## config.mk

```make
export PLATFORM = sky130hd
export DESIGN_NAME = nibble_serial_add_ctrl
export DESIGN_NICKNAME = d
export VERILOG_FILES = /design/src/rtl/nibble_serial_add_ctrl.sv
export SDC_FILE = /design/constraint.sdc
export NUM_CORES = 1
export LEC_CHECK = 0
export CORE_ASPECT_RATIO = 0.6
export CORE_UTILIZATION = 55
export CTS_BUF_LIST = sky130_fd_sc_hd__clkbuf_4
export CTS_CLUSTER_SIZE = 14
export DETAILED_ROUTE_END_ITERATION = 7
export PLACE_DENSITY_LB_ADDON = 0.12
export SYNTH_ARGS = -nofsm -noshare
export SYNTH_HDL_FRONTEND = slang
export SYNTH_SLANG_ARGS = --single-unit
```

## constraint.sdc

```tcl
create_clock -name clk -period 6.7 [get_ports clk]
set_input_delay 1.34 -clock clk [delete_from_list [all_inputs] [get_ports clk]]
set_output_delay 1.34 -clock clk [all_outputs]
set_load 0.02 [all_outputs]
```

## src/rtl/nibble_serial_add_ctrl.sv

```systemverilog
// Nibble-serial wide adder: one shared 4-bit ripple slice, LSB nibble first, carry registered between nibbles.
// Optional subtract mode is enabled by defining NIBBLE_SERIAL_SUB_EN (adds the 'sub' input).

module fourBitAdd (
    input  logic [3:0] a_i,
    input  logic [3:0] b_i,
    input  logic       ci_i,
    output logic [3:0] s_o,
    output logic       co_o
);

    logic [4:0] c;

    always_comb begin
        c    = '0;
        s_o  = '0;
        c[0] = ci_i;
        for (int unsigned k = 0; k < 4; k++) begin
            s_o[k]   = a_i[k] ^ b_i[k] ^ c[k];
            c[k+1]   = (a_i[k] & b_i[k]) | (c[k] & (a_i[k] ^ b_i[k]));
        end
        co_o = c[4];
    end

endmodule

module nibble_serial_add_ctrl #(
    parameter int unsigned NIBBLES = 4
) (
    input  logic                   clk,
    input  logic                   rst,
    input  logic                   start,
    input  logic [4*NIBBLES-1:0]   A,
    input  logic [4*NIBBLES-1:0]   B,
    input  logic                   Cin,
`ifdef NIBBLE_SERIAL_SUB_EN
    input  logic                   sub,
`endif
    output logic                   busy,
    output logic                   done,
    output logic [4*NIBBLES-1:0]   S,
    output logic                   Cout
);

    localparam int unsigned W    = 4 * NIBBLES;
    localparam int unsigned IDXW = (NIBBLES > 1) ? $clog2(NIBBLES) : 1;
    localparam logic [IDXW-1:0] LAST = IDXW'(NIBBLES - 1);

    typedef enum logic [1:0] {
        IDLE = 2'd0,
        RUN  = 2'd1,
        DONE = 2'd2
    } state_t;

    state_t            state_q, state_d;
    logic [IDXW-1:0]   idx_q, idx_d;
    logic              carry_q, carry_d;
    logic [W-1:0]      a_q, a_d;
    logic [W-1:0]      b_q, b_d;
    logic [W-1:0]      work_q, work_d;
    logic [W-1:0]      s_q, s_d;
    logic              cout_q, cout_d;
`ifdef NIBBLE_SERIAL_SUB_EN
    logic              sub_q, sub_d;
`endif

    logic [3:0]        a_nib, b_nib, slice_s;
    logic              slice_co;

    // Select the active nibble with constant part-selects to keep the mux width-clean.
    always_comb begin
        a_nib = '0;
        b_nib = '0;
        for (int unsigned k = 0; k < NIBBLES; k++) begin
            if (idx_q == IDXW'(k)) begin
                a_nib = a_q[4*k +: 4];
                b_nib = b_q[4*k +: 4];
            end
        end
`ifdef NIBBLE_SERIAL_SUB_EN
        b_nib = b_nib ^ {4{sub_q}};
`endif
    end

    fourBitAdd u_slice (
        .a_i  (a_nib),
        .b_i  (b_nib),
        .ci_i (carry_q),
        .s_o  (slice_s),
        .co_o (slice_co)
    );

    always_comb begin
        state_d = state_q;
        idx_d   = idx_q;
        carry_d = carry_q;
        a_d     = a_q;
        b_d     = b_q;
        work_d  = work_q;
        s_d     = s_q;
        cout_d  = cout_q;
`ifdef NIBBLE_SERIAL_SUB_EN
        sub_d   = sub_q;
`endif
        case (state_q)
            IDLE, DONE: begin
                if (start) begin
                    a_d     = A;
                    b_d     = B;
                    idx_d   = '0;
                    state_d = RUN;
`ifdef NIBBLE_SERIAL_SUB_EN
                    sub_d   = sub;
                    carry_d = sub ? 1'b1 : Cin;
`else
                    carry_d = Cin;
`endif
                end else begin
                    state_d = IDLE;
                end
            end
            RUN: begin
                for (int unsigned k = 0; k < NIBBLES; k++) begin
                    if (idx_q == IDXW'(k)) begin
                        work_d[4*k +: 4] = slice_s;
                    end
                end
                carry_d = slice_co;
                if (idx_q == LAST) begin
                    s_d     = work_d;
                    cout_d  = slice_co;
                    state_d = DONE;
                end else begin
                    idx_d   = idx_q + IDXW'(1);
                end
            end
            default: state_d = IDLE;
        endcase
    end

    always_ff @(posedge clk or posedge rst) begin
        if (rst) begin
            state_q <= IDLE;
            idx_q   <= '0;
            carry_q <= 1'b0;
            a_q     <= '0;
            b_q     <= '0;
            work_q  <= '0;
            s_q     <= '0;
            cout_q  <= 1'b0;
`ifdef NIBBLE_SERIAL_SUB_EN
            sub_q   <= 1'b0;
`endif
        end else begin
            state_q <= state_d;
            idx_q   <= idx_d;
            carry_q <= carry_d;
            a_q     <= a_d;
            b_q     <= b_d;
            work_q  <= work_d;
            s_q     <= s_d;
            cout_q  <= cout_d;
`ifdef NIBBLE_SERIAL_SUB_EN
            sub_q   <= sub_d;
`endif
        end
    end

    assign busy = (state_q == RUN);
    assign done = (state_q == DONE);
    assign S    = s_q;
    assign Cout = cout_q;

endmodule

```

After elaboration in Yosys (flattened, before gate mapping)
Index checks and enable logic that the tools add are counted.

$add $sub $neg: 1. $mul: 0. Div/mod/pow operators: 0. Order comparisons: 0. Equal/unequal tests: 8. Shifts and indexed selects: 0. Mux-type cells: 20. Bitwise operators: 20. Reductions and logical operators: 8.

Operator list (number): two-way mux 4 bit (12); bitwise AND 1 bit (8); one-hot mux 2 bit (2 select lines) (2); XOR 1 bit (8); == test 2 bit, second input constant (3); two-way mux 2 bit (3); AND reduction 2 bit (3); == test 2 x 1 -> 1 bit, second input constant (2); zero test 2 bit (2); != test 2 bit, second input constant (2); bitwise OR 1 bit (4); AND reduction 3 bit (1); adder 2 x 1 -> 2 bit, second input constant (1); two-way mux 1 bit (2); != test 2 x 1 -> 1 bit, second input constant (1); one-hot mux 1 bit (2 select lines) (1); nonzero test 2 bit (1); OR reduction 2 bit (1).

Register bits: 70. Bits in latches: 0. Bits in writable memories: 0. ROM bits: 0. Bits of input ports: 36. Output and inout bits: 19. Logic and storage cells: 65. Memories kept: 0.

Longest topological paths before layout
Gate-level depths: netlist of run 1.

Word-level depth: 15. Mapped depth: 14. Depth with buffers taken out: 12.

Modules after synthesis
From an unflattened synthesis of run 1, not the netlist that was laid out.

Cells, all modules: 306. Area, all modules: 3124.2 sq um.

Modules (own cells, without submodules): nibble_serial_add_ctrl (instances 1, cells an instance 292, area an instance 3006.6 sq um, seq. area each 1651.6 sq um); fourBitAdd (instances 1, cells an instance 14, area an instance 117.6 sq um, seq. area each 0.0 sq um).

Worst setup path after synthesis of run 1
No wires, ideal clock.

Path type: register to register. Start: register idx_q[0]. End: register work_q[11]. Library setup time: 0.125 ns. Arrival time: 3.137 ns. Required time: 6.575 ns. Path slack: 3.438 ns. Cell stages (with the launch flop): 13. Buffers on the path: 1. Clock period less this slack: 3.262 ns. Cell sequence: dfrtp_1 inv_1 ha_1 buf_6 nor2b_4 a221o_1 a22oi_1 fa_1 inv_1 fa_1 fa_1 fa_1 mux2_2.

Cells in the longest elaborated chain, start to end: 14. Elaborated cells on any way between the ends: 27. Classes of those cells: 3 x eq/ne; 9 x mux; 14 x bitwise; 1 x reduce/logical.

Ends and longest elaborated chain: start: declaration (RTL line 56) `logic [IDXW-1:0] idx_q, idx_d;`; start signal: assignment (RTL line 156) `idx_q <= idx_d;`; zero test 2 bit (RTL line 75) `if (idx_q == IDXW'(k)) begin`; two-way mux 4 bit (4 in a row) (RTL line 75); XOR 1 bit (RTL line 20) `c[k+1] = (a_i[k] & b_i[k]) | (c[k] & (a_i[k] ^ b_i[k]));`; bitwise AND 1 bit (RTL line 20); bitwise OR 1 bit (RTL line 20); bitwise AND 1 bit (RTL line 20); bitwise OR 1 bit (RTL line 20); bitwise AND 1 bit (RTL line 20); bitwise OR 1 bit (RTL line 20); XOR 1 bit (RTL line 19) `s_o[k] = a_i[k] ^ b_i[k] ^ c[k];`; two-way mux 4 bit * (RTL line 124) `if (idx_q == IDXW'(k)) begin`; end signal: assignment (RTL line 160) `work_q <= work_d;`; end: declaration (RTL line 60) `logic [W-1:0] work_q, work_d;`.

Every way passes the cells marked *; elsewhere a longest branch is shown, timed or not. A chain may end at the register's enable or synchronous reset.

Worst setup path in the final report of run 1
Start: register idx_q[1]. End: register s_q[7] (netlist: S[7]).

Cells in the longest elaborated chain, start to end: 14. Elaborated cells on any way between the ends: 28. Classes of those cells: 3 x eq/ne; 9 x mux; 14 x bitwise; 2 x reduce/logical.

Ends and longest elaborated chain: zero test 2 bit (RTL line 75); two-way mux 4 bit (4 in a row) (RTL line 75); XOR 1 bit (RTL line 20); bitwise AND 1 bit (RTL line 20); bitwise OR 1 bit (RTL line 20); bitwise AND 1 bit (RTL line 20); bitwise OR 1 bit (RTL line 20); bitwise AND 1 bit (RTL line 20); bitwise OR 1 bit (RTL line 20); XOR 1 bit (RTL line 19); two-way mux 4 bit (RTL line 124); end signal: assignment (RTL line 149) `s_q <= '0;`; end signal: assignment (RTL line 161) `s_q <= s_d;`; end: declaration (RTL line 61) `logic [W-1:0] s_q, s_d;`.

Several ways; a longest one is shown, not always the timed one.

==> results of run 1 <==
cells in the mapped netlist:
cell type and number:
nand2_1 116, nand3_1 2, buf_2 10, buf_4 3, o31ai_1 4, nor2b_4 1
ha_1 4, nand3b_4 1, nor2b_1 7, dfrtp_1 66, a22o_1 2, or3b_4 1
a221o_1 1, o21ai_0 29, mux2_4 1, a21oi_1 7, mux2_2 12, mux2i_1 10
buf_6 3, a221oi_1 4, a22oi_1 2, clkbuf_1 2, inv_1 11, nand2b_1 1
fa_1 4, nand3b_1 3
sequential cells by signal (all words and copies together), names as in the netlist:
signal   count
a_q         16
b_q         16
state_q      2
idx_q        2
S           16
Cout         1
work_q      12
carry_q      1
routing by layer:
| metal | global-route usage (%) | wire, um | vias up | share of wire (%) |
|---|---|---|---|---|
| li1 | - | - | 1107 | - |
| met5 | 0 | 0 | - | 0 |
| met1 | 36.6 | 3230 | 1097 | 51 |
| met2 | 34.9 | 2640 | 79 | 41 |
| met4 | 9.74 | 95 | 0 | 1.5 |
| met3 | 6.49 | 422 | 13 | 6.6 |
path summary, 6_finish.rpt:
kind,cells past startpoint,slack [ns],from,endpoint
worst max register to register,12,2.95,idx_q[1],S[7]
max in group asynchronous,3,4.69,rst,a_q[7]
worst max-delay path,12,2.95,idx_q[1],S[7]
worst min-delay path,2,0.48,S[8],S[8]
worst min register to register,2,0.48,S[8],S[8]
min in group asynchronous,3,1.46,rst,S[13]
worst max-delay path: stages, from the launching register on:
cell	delay, ns
dfrtp_1	0.42
inv_1	0.09
ha_1	0.60
nor2b_4	0.11
a221o_1	0.32
a22oi_1	0.20
fa_1	0.20
inv_1	0.05
fa_1	0.37
fa_1	0.38
fa_1	0.65
mux2i_1	0.12
o21ai_0	0.16
cell type report:
class | instances | share of cell area (%)
repair buffers | 56 | 15.1
flip-flops and latches | 66 | 45.0
clock buffers | 10 | 2.04
multi-input cells | 212 | 33.6
inverters | 11 | 1.12
clock inverters | 6 | 0.920
well taps | 66 | 2.25
kinds of logic (layout without fill, tap and decap cells):
| kind of cell | Yosys count | count (layout) | share of synthesized area [%] |
|---|---|---|---|
| buf+inv | 29 | 83 | 5.11 |
| fa+ha+maj | 8 | 8 | 4.28 |
| flops | 66 | 66 | 54.4 |
| simple gates | 132 | 132 | 18.5 |
| compound gates | 49 | 49 | 9.47 |
| mux | 23 | 23 | 8.24 |
power groups by stage:
stage	logic, mW	clock network (mW)	registers, mW
after floorplan	0.701	0	0.722
after global placement	0.994	0	0.707
after detailed placement	1.03	0	0.710
after CTS	1.03	0.223	0.705
after global routing	1.14	0.240	0.728
final	1.03	0.217	0.708
placed cells by master (no fill, tap or decap), types with 2 or more instances in the layout:
cell type / netlist / final
inv_1: 11 / 10
o21ai_0: 29 / 29
o31ai_1: 4 / 4
nand3b_1: 3 / 3
nor2b_1: 7 / 6
mux2_2: 12 / 12
clkinv_2: 0 / 3
buf_4: 3 / 2
nand2_1: 116 / 116
clkdlybuf4s50_1: 0 / 54
clkbuf_4: 0 / 10
ha_1: 4 / 4
dfrtp_1: 66 / 66
clkinvlp_4: 0 / 2
nand3_1: 2 / 2
a22oi_1: 2 / 2
fa_1: 4 / 4
mux2i_1: 10 / 10
a21oi_1: 7 / 7
a221oi_1: 4 / 4
a22o_1: 2 / 2
==> run_summary.xml, run 1 <==
<?xml version="1.0" encoding="UTF-8"?>
<metrics>
  <group name="clock_tree">
    <metric name="worst_skew_pair.late_latency" unit="ns">0.42</metric>
    <metric name="cts_tree" unit="">yes</metric>
    <metric name="numClockSinks" unit="">66</metric>
    <metric name="cts_hold_buffers" unit="">0</metric>
    <metric name="clock-root-buffer" unit="">clkbuf_4</metric>
    <metric name="worst_setup_hold_path_clk_slew" unit="ns">0.10</metric>
    <metric name="cts-resized-gates" unit="">0</metric>
    <metric name="cts-root-to-sink-buffers" unit="">2</metric>
    <metric name="cts_max_level" unit="">3</metric>
    <metric name="post_cts_buffers" unit="">0</metric>
    <metric name="cts-buffers-inserted" unit="">9</metric>
  </group>
  <group name="power">
    <metric name="intPower" unit="mW">1.11</metric>
    <metric name="power.net_switching" unit="uW">841</metric>
    <metric name="cellLeakagePower" unit="nW">1.75</metric>
    <metric name="clkPwrFrac" unit="%">11.1</metric>
    <metric name="pwr_density" unit="nW/um2">531</metric>
    <metric name="pwr-share-comb" unit="%">52.6</metric>
    <metric name="swShare" unit="%">43.1</metric>
    <metric name="worst_ir_drop_vdd" unit="uV">354</metric>
    <metric name="report.power.total" unit="mW">1.95</metric>
    <metric name="seq_power_share" unit="%">36.3</metric>
  </group>
  <group name="synth">
    <metric name="cell_taking_the_most_area_after_synthesis" unit="">dfrtp_1</metric>
    <metric name="mappedNetlistNets" unit="">351</metric>
    <metric name="ys_seq_elements" unit="">66</metric>
    <metric name="mappedNetlistArea" unit="um2">3040</metric>
    <metric name="library_cells_used_by_synthesis" unit="">26</metric>
    <metric name="ys_seq_area_share" unit="%">54.4</metric>
    <metric name="synth_warnings" unit="">0</metric>
    <metric name="syn-instance-count" unit="">307</metric>
    <metric name="synth_largest_type_area_fraction" unit="%">54.4</metric>
    <metric name="mean_area_per_synthesized_cell" unit="um2">9.90</metric>
    <metric name="synth_area_leaders" unit="">dfrtp_1, nand2_1, o21ai_0, mux2_2, mux2i_1</metric>
  </group>
  <group name="layout">
    <metric name="finish.utilization" unit="%">70.9</metric>
    <metric name="antennaDiodeCount" unit="">0</metric>
    <metric name="seqCellArea" unit="um2">1650</metric>
    <metric name="share_of_cells_above_drive_strength_1" unit="%">9.70</metric>
    <metric name="num-fill-cells" unit="">427</metric>
    <metric name="finalNetCount" unit="">400</metric>
    <metric name="post_layout_nonfiller_instances" unit="">427</metric>
    <metric name="synthToLayoutAreaGrowth" unit="%">20.9</metric>
    <metric name="multi_input_comb_area" unit="um2">1230</metric>
    <metric name="final_cell_area" unit="um2">3670</metric>
  </group>
  <group name="setup_path">
    <metric name="critical_path.startpoint_type" unit="">flop</metric>
    <metric name="worst-endpoint-arrival" unit="ns">4.09</metric>
    <metric name="setup.worst_path.end_class" unit="">flop</metric>
    <metric name="worst-endpoint-required" unit="ns">7.04</metric>
    <metric name="setup.worst_path.class" unit="">flop to flop</metric>
    <metric name="critical_path_peak_fanout" unit="">18</metric>
  </group>
  <group name="routing">
    <metric name="remaining_drc_errors" unit="">4</metric>
    <metric name="route.final.wire_length" unit="um">6390</metric>
    <metric name="routedWlPerCell" unit="um">15.0</metric>
    <metric name="detail_route.first_pass.iterations" unit="">6</metric>
    <metric name="dr.first_iter.drc_count" unit="">127</metric>
    <metric name="avgViaCountPerCell" unit="">5.38</metric>
    <metric name="final_antenna_net_count" unit="">0</metric>
    <metric name="detailroute.via_count" unit="">2296</metric>
  </group>
  <group name="die">
    <metric name="floorplan.initialDensity" unit="%">58.6</metric>
    <metric name="dieHeight" unit="um">59.6</metric>
    <metric name="ioPinCount" unit="">55</metric>
    <metric name="row_count" unit="">20</metric>
    <metric name="die_width" unit="um">97.9</metric>
    <metric name="design.die.area" unit="um2">5830</metric>
    <metric name="floorplan.core_area" unit="um2">5180</metric>
  </group>
  <group name="outcome">
    <metric name="run_status" unit="">finished, violations left</metric>
    <metric name="failing_checks" unit="">design-rule violations</metric>
  </group>
  <group name="timing">
    <metric name="maxSlewViolCount" unit="">0</metric>
    <metric name="setup_viol" unit="">0</metric>
    <metric name="postLayoutSetupSlackWorst" unit="ns">2.95</metric>
    <metric name="timing_worst_slew_pin_value" unit="ns">1.07</metric>
    <metric name="fmaxAchievable" unit="MHz">267</metric>
    <metric name="final_hold_viol_count" unit="">0</metric>
    <metric name="hold-worst-slack" unit="ns">0.484</metric>
    <metric name="setup_tns" unit="ns">0</metric>
    <metric name="rsz0062_at_grt" unit="">false</metric>
    <metric name="final.setup_skew" unit="ns">0.0153</metric>
    <metric name="period_needed" unit="ns">3.75</metric>
    <metric name="timing.max_slew.rel_slack" unit="%">28.5</metric>
    <metric name="finalCritPeriodShare" unit="%">56.0</metric>
  </group>
  <group name="placed_design">
    <metric name="pre_cts_ws" unit="ns">2.95</metric>
    <metric name="placedInstanceArea" unit="um2">3560</metric>
    <metric name="hpwl_reported_at_the_end_of_detailed_placement" unit="um">4420</metric>
    <metric name="port_buffers" unit="">54</metric>
    <metric name="numPlacedInstances" unit="">411</metric>
    <metric name="routabilityCongestion" unit="">0.776</metric>
  </group>
  <group name="global_route">
    <metric name="largest_net_degree_at_the_start_of_global_routing" unit="">67</metric>
    <metric name="aggregate_global_routing_overflow" unit="">0</metric>
    <metric name="initial_antenna_violation_count" unit="">0</metric>
    <metric name="globalRouteTotalUtil" unit="%">24.7</metric>
    <metric name="grt_pass1_vias" unit="">2118</metric>
    <metric name="grt_pass1_wl" unit="um">10500</metric>
  </group>
  <group name="flow_run">
    <metric name="max_cap_violations" unit="">0</metric>
  </group>
  <group name="worst_hold_path">
    <metric name="hold_path.class" unit="">flop to flop</metric>
  </group>
</metrics>
No activity file was read; power rests on OpenSTA's default activity.
==> inputs of run 2 (changes only) <==
Settings changed: CORE_UTILIZATION 55 to 54.
Clock period 6.7 ns to 3.72 ns, I/O delays scaled along.
==> run_summary.xml, run 2 (synthesized netlist as in run 1, its figures left out) <==
<?xml version="1.0" encoding="UTF-8"?>
<metrics>
  <group name="setup_path">
    <metric name="worst-endpoint-required" unit="ns">4.01</metric>
    <metric name="critical_path.startpoint_type" unit="">flop</metric>
    <metric name="cpLargestDelayFamily" unit="">adder cells</metric>
    <metric name="setup.worst_path.class" unit="">flop to flop</metric>
    <metric name="crit_path_max_cell_delay" unit="ns">0.58</metric>
    <metric name="crit_path_cell_trace" unit="">inv_1, ha_1, a221o_1, a22oi_1, fa_1, inv_1, fa_1, fa_1, fa_1, mux2_2</metric>
    <metric name="cp_common_cell" unit="">fa_1</metric>
    <metric name="worst-endpoint-arrival" unit="ns">3.74</metric>
    <metric name="slowest_stage" unit="">fa_1</metric>
    <metric name="critical_path_peak_fanout" unit="">16</metric>
    <metric name="setup.worst_path.end_class" unit="">flop</metric>
    <metric name="cp.buffers_inverters" unit="">2</metric>
    <metric name="reg2reg_slack" unit="ns">0.27</metric>
  </group>
  <group name="routing">
    <metric name="avgViaCountPerCell" unit="">5.25</metric>
    <metric name="detail_route.first_pass.iterations" unit="">4</metric>
    <metric name="remaining_drc_errors" unit="">0</metric>
    <metric name="routedWlPerCell" unit="um">15.0</metric>
    <metric name="dr.first_iter.drc_count" unit="">151</metric>
    <metric name="detailroute.via_count" unit="">2263</metric>
    <metric name="route.final.wire_length" unit="um">6460</metric>
    <metric name="final_antenna_net_count" unit="">0</metric>
  </group>
  <group name="clock_tree">
    <metric name="cts_max_level" unit="">3</metric>
    <metric name="worst_setup_hold_path_clk_slew" unit="ns">0.10</metric>
    <metric name="cts_tree" unit="">yes</metric>
    <metric name="clock-root-buffer" unit="">clkbuf_4</metric>
    <metric name="numClockSinks" unit="">66</metric>
    <metric name="cts-resized-gates" unit="">0</metric>
    <metric name="cts-root-to-sink-buffers" unit="">2</metric>
    <metric name="worst_skew_pair.late_latency" unit="ns">0.39</metric>
    <metric name="cts_hold_buffers" unit="">0</metric>
    <metric name="post_cts_buffers" unit="">0</metric>
    <metric name="cts-buffers-inserted" unit="">9</metric>
  </group>
  <group name="die">
    <metric name="dieHeight" unit="um">60.1</metric>
    <metric name="ioPinCount" unit="">55</metric>
    <metric name="floorplan.core_area" unit="um2">5230</metric>
    <metric name="die_width" unit="um">98.8</metric>
    <metric name="design.die.area" unit="um2">5940</metric>
    <metric name="floorplan.initialDensity" unit="%">58.1</metric>
    <metric name="row_count" unit="">20</metric>
  </group>
  <group name="timing">
    <metric name="hold-worst-slack" unit="ns">0.483</metric>
    <metric name="timing.max_slew.rel_slack" unit="%">22.0</metric>
    <metric name="maxSlewViolCount" unit="">0</metric>
    <metric name="period_needed" unit="ns">3.45</metric>
    <metric name="final.setup_skew" unit="ns">0.0104</metric>
    <metric name="final_hold_viol_count" unit="">0</metric>
    <metric name="timing_worst_slew_pin_value" unit="ns">1.17</metric>
    <metric name="setup_viol" unit="">0</metric>
    <metric name="fmaxAchievable" unit="MHz">290</metric>
    <metric name="setup_tns" unit="ns">0</metric>
    <metric name="finalCritPeriodShare" unit="%">92.7</metric>
    <metric name="rsz0062_at_grt" unit="">false</metric>
  </group>
  <group name="placed_design">
    <metric name="routabilityCongestion" unit="">0.813</metric>
    <metric name="numPlacedInstances" unit="">416</metric>
    <metric name="hpwl_reported_at_the_end_of_detailed_placement" unit="um">4550</metric>
    <metric name="port_buffers" unit="">54</metric>
  </group>
  <group name="layout">
    <metric name="synthToLayoutAreaGrowth" unit="%">22.7</metric>
    <metric name="finalNetCount" unit="">405</metric>
    <metric name="finish.utilization" unit="%">71.3</metric>
    <metric name="post_layout_nonfiller_instances" unit="">431</metric>
    <metric name="layout_commonest_cell" unit="">nand2_1</metric>
    <metric name="antennaDiodeCount" unit="">0</metric>
    <metric name="share_of_cells_above_drive_strength_1" unit="%">10.7</metric>
    <metric name="num-fill-cells" unit="">422</metric>
    <metric name="mostFrequentLayoutCells" unit="">nand2_1, dfrtp_1, clkdlybuf4s50_1, o21ai_0, mux2_2</metric>
  </group>
  <group name="power">
    <metric name="report.power.total" unit="mW">3.60</metric>
    <metric name="pwr_density" unit="nW/um2">966</metric>
    <metric name="power.net_switching" unit="mW">1.50</metric>
    <metric name="swShare" unit="%">41.6</metric>
    <metric name="pwr-share-comb" unit="%">52.1</metric>
    <metric name="intPower" unit="mW">2.10</metric>
    <metric name="worst_ir_drop_vdd" unit="uV">529</metric>
    <metric name="clkPwrFrac" unit="%">12.4</metric>
    <metric name="cellLeakagePower" unit="nW">1.79</metric>
    <metric name="seq_power_share" unit="%">35.5</metric>
  </group>
  <group name="global_route">
    <metric name="largest_net_degree_at_the_start_of_global_routing" unit="">67</metric>
    <metric name="grt_pass1_vias" unit="">2039</metric>
    <metric name="globalRouteTotalUtil" unit="%">24.7</metric>
    <metric name="aggregate_global_routing_overflow" unit="">0</metric>
    <metric name="initial_antenna_violation_count" unit="">0</metric>
    <metric name="grt_pass1_wl" unit="um">10700</metric>
  </group>
  <group name="outcome">
    <metric name="run_status" unit="">completed</metric>
  </group>
  <group name="worst_hold_path">
    <metric name="hold_path.class" unit="">flop to flop</metric>
  </group>
  <group name="flow_run">
    <metric name="max_cap_violations" unit="">0</metric>
  </group>
</metrics>
==> run 2: cell types whose count changed in the layout (fill, tap and decap cells not counted), sizes merged <==
cell      delta
clkinvlp     -2
clkinv       -1
clkbuf       +1
bufinv       +1
buf          +5
==> run 2: cell type report <==
type | count | area (um2) | share of cell area [%]
Clock buffer | 11 | 82.6 | 2.21
Multi-Input combinational cell | 212 | 1230 | 33.1
Sequential cell | 66 | 1650 | 44.3
Timing Repair Buffer | 61 | 593 | 15.9
Tap cell | 66 | 82.6 | 2.21
Clock inverter | 4 | 43.8 | 1.17
Inverter | 11 | 41.3 | 1.11
==> run 2: final timing paths <==
path | start | endpoint | cells after the start
setup / recovery | idx_q[0] | work_q[11] | 10
hold / removal | work_q[0] | work_q[0] | 2
setup reg to reg | idx_q[0] | work_q[11] | 10
hold reg to reg | work_q[0] | work_q[0] | 2
max in group asynchronous | rst | a_q[3] | 3
min in group asynchronous | rst | work_q[2] | 3
==> run 2: power groups by stage <==
stage	Combinational [mW]	Clock, mW	Sequential [mW]
6_report	1.88	0.446	1.28
5_1_grt	2.09	0.494	1.31
4_1_cts	1.88	0.462	1.27
3_5_place_dp	1.88	0	1.28
3_3_place_gp	1.82	0	1.28
2_1_floorplan	1.26	0	1.30
==> run 2: metal layers <==
| layer | wire [um] | global-route usage, % | up-vias |
|---|---|---|---|
| met5 | 0 | 0 | - |
| met4 | 27 | 8.96 | 0 |
| met3 | 472 | 7.49 | 4 |
| met2 | 2640 | 31.6 | 83 |
| li1 | - | - | 1113 |
| met1 | 3330 | 38.6 | 1063 |
==> run 2: worst register-to-register path, cell delays in order (launching register included) <==
cell	delay [ns]
dfrtp_1	0.42
inv_1	0.09
ha_1	0.37
a221o_1	0.34
a22oi_1	0.20
fa_1	0.20
inv_1	0.05
fa_1	0.39
fa_1	0.40
fa_1	0.58
mux2_2	0.32
==> run 2: through the flow <==
step	area, um2	setup slack [ns]
2_1_floorplan	3040	0.458
3_3_place_gp	3600	0.400
3_5_place_dp	3600	0.268
4_1_cts	3730	0.263
5_1_grt	3730	0.0332
6_report	3730	0.272
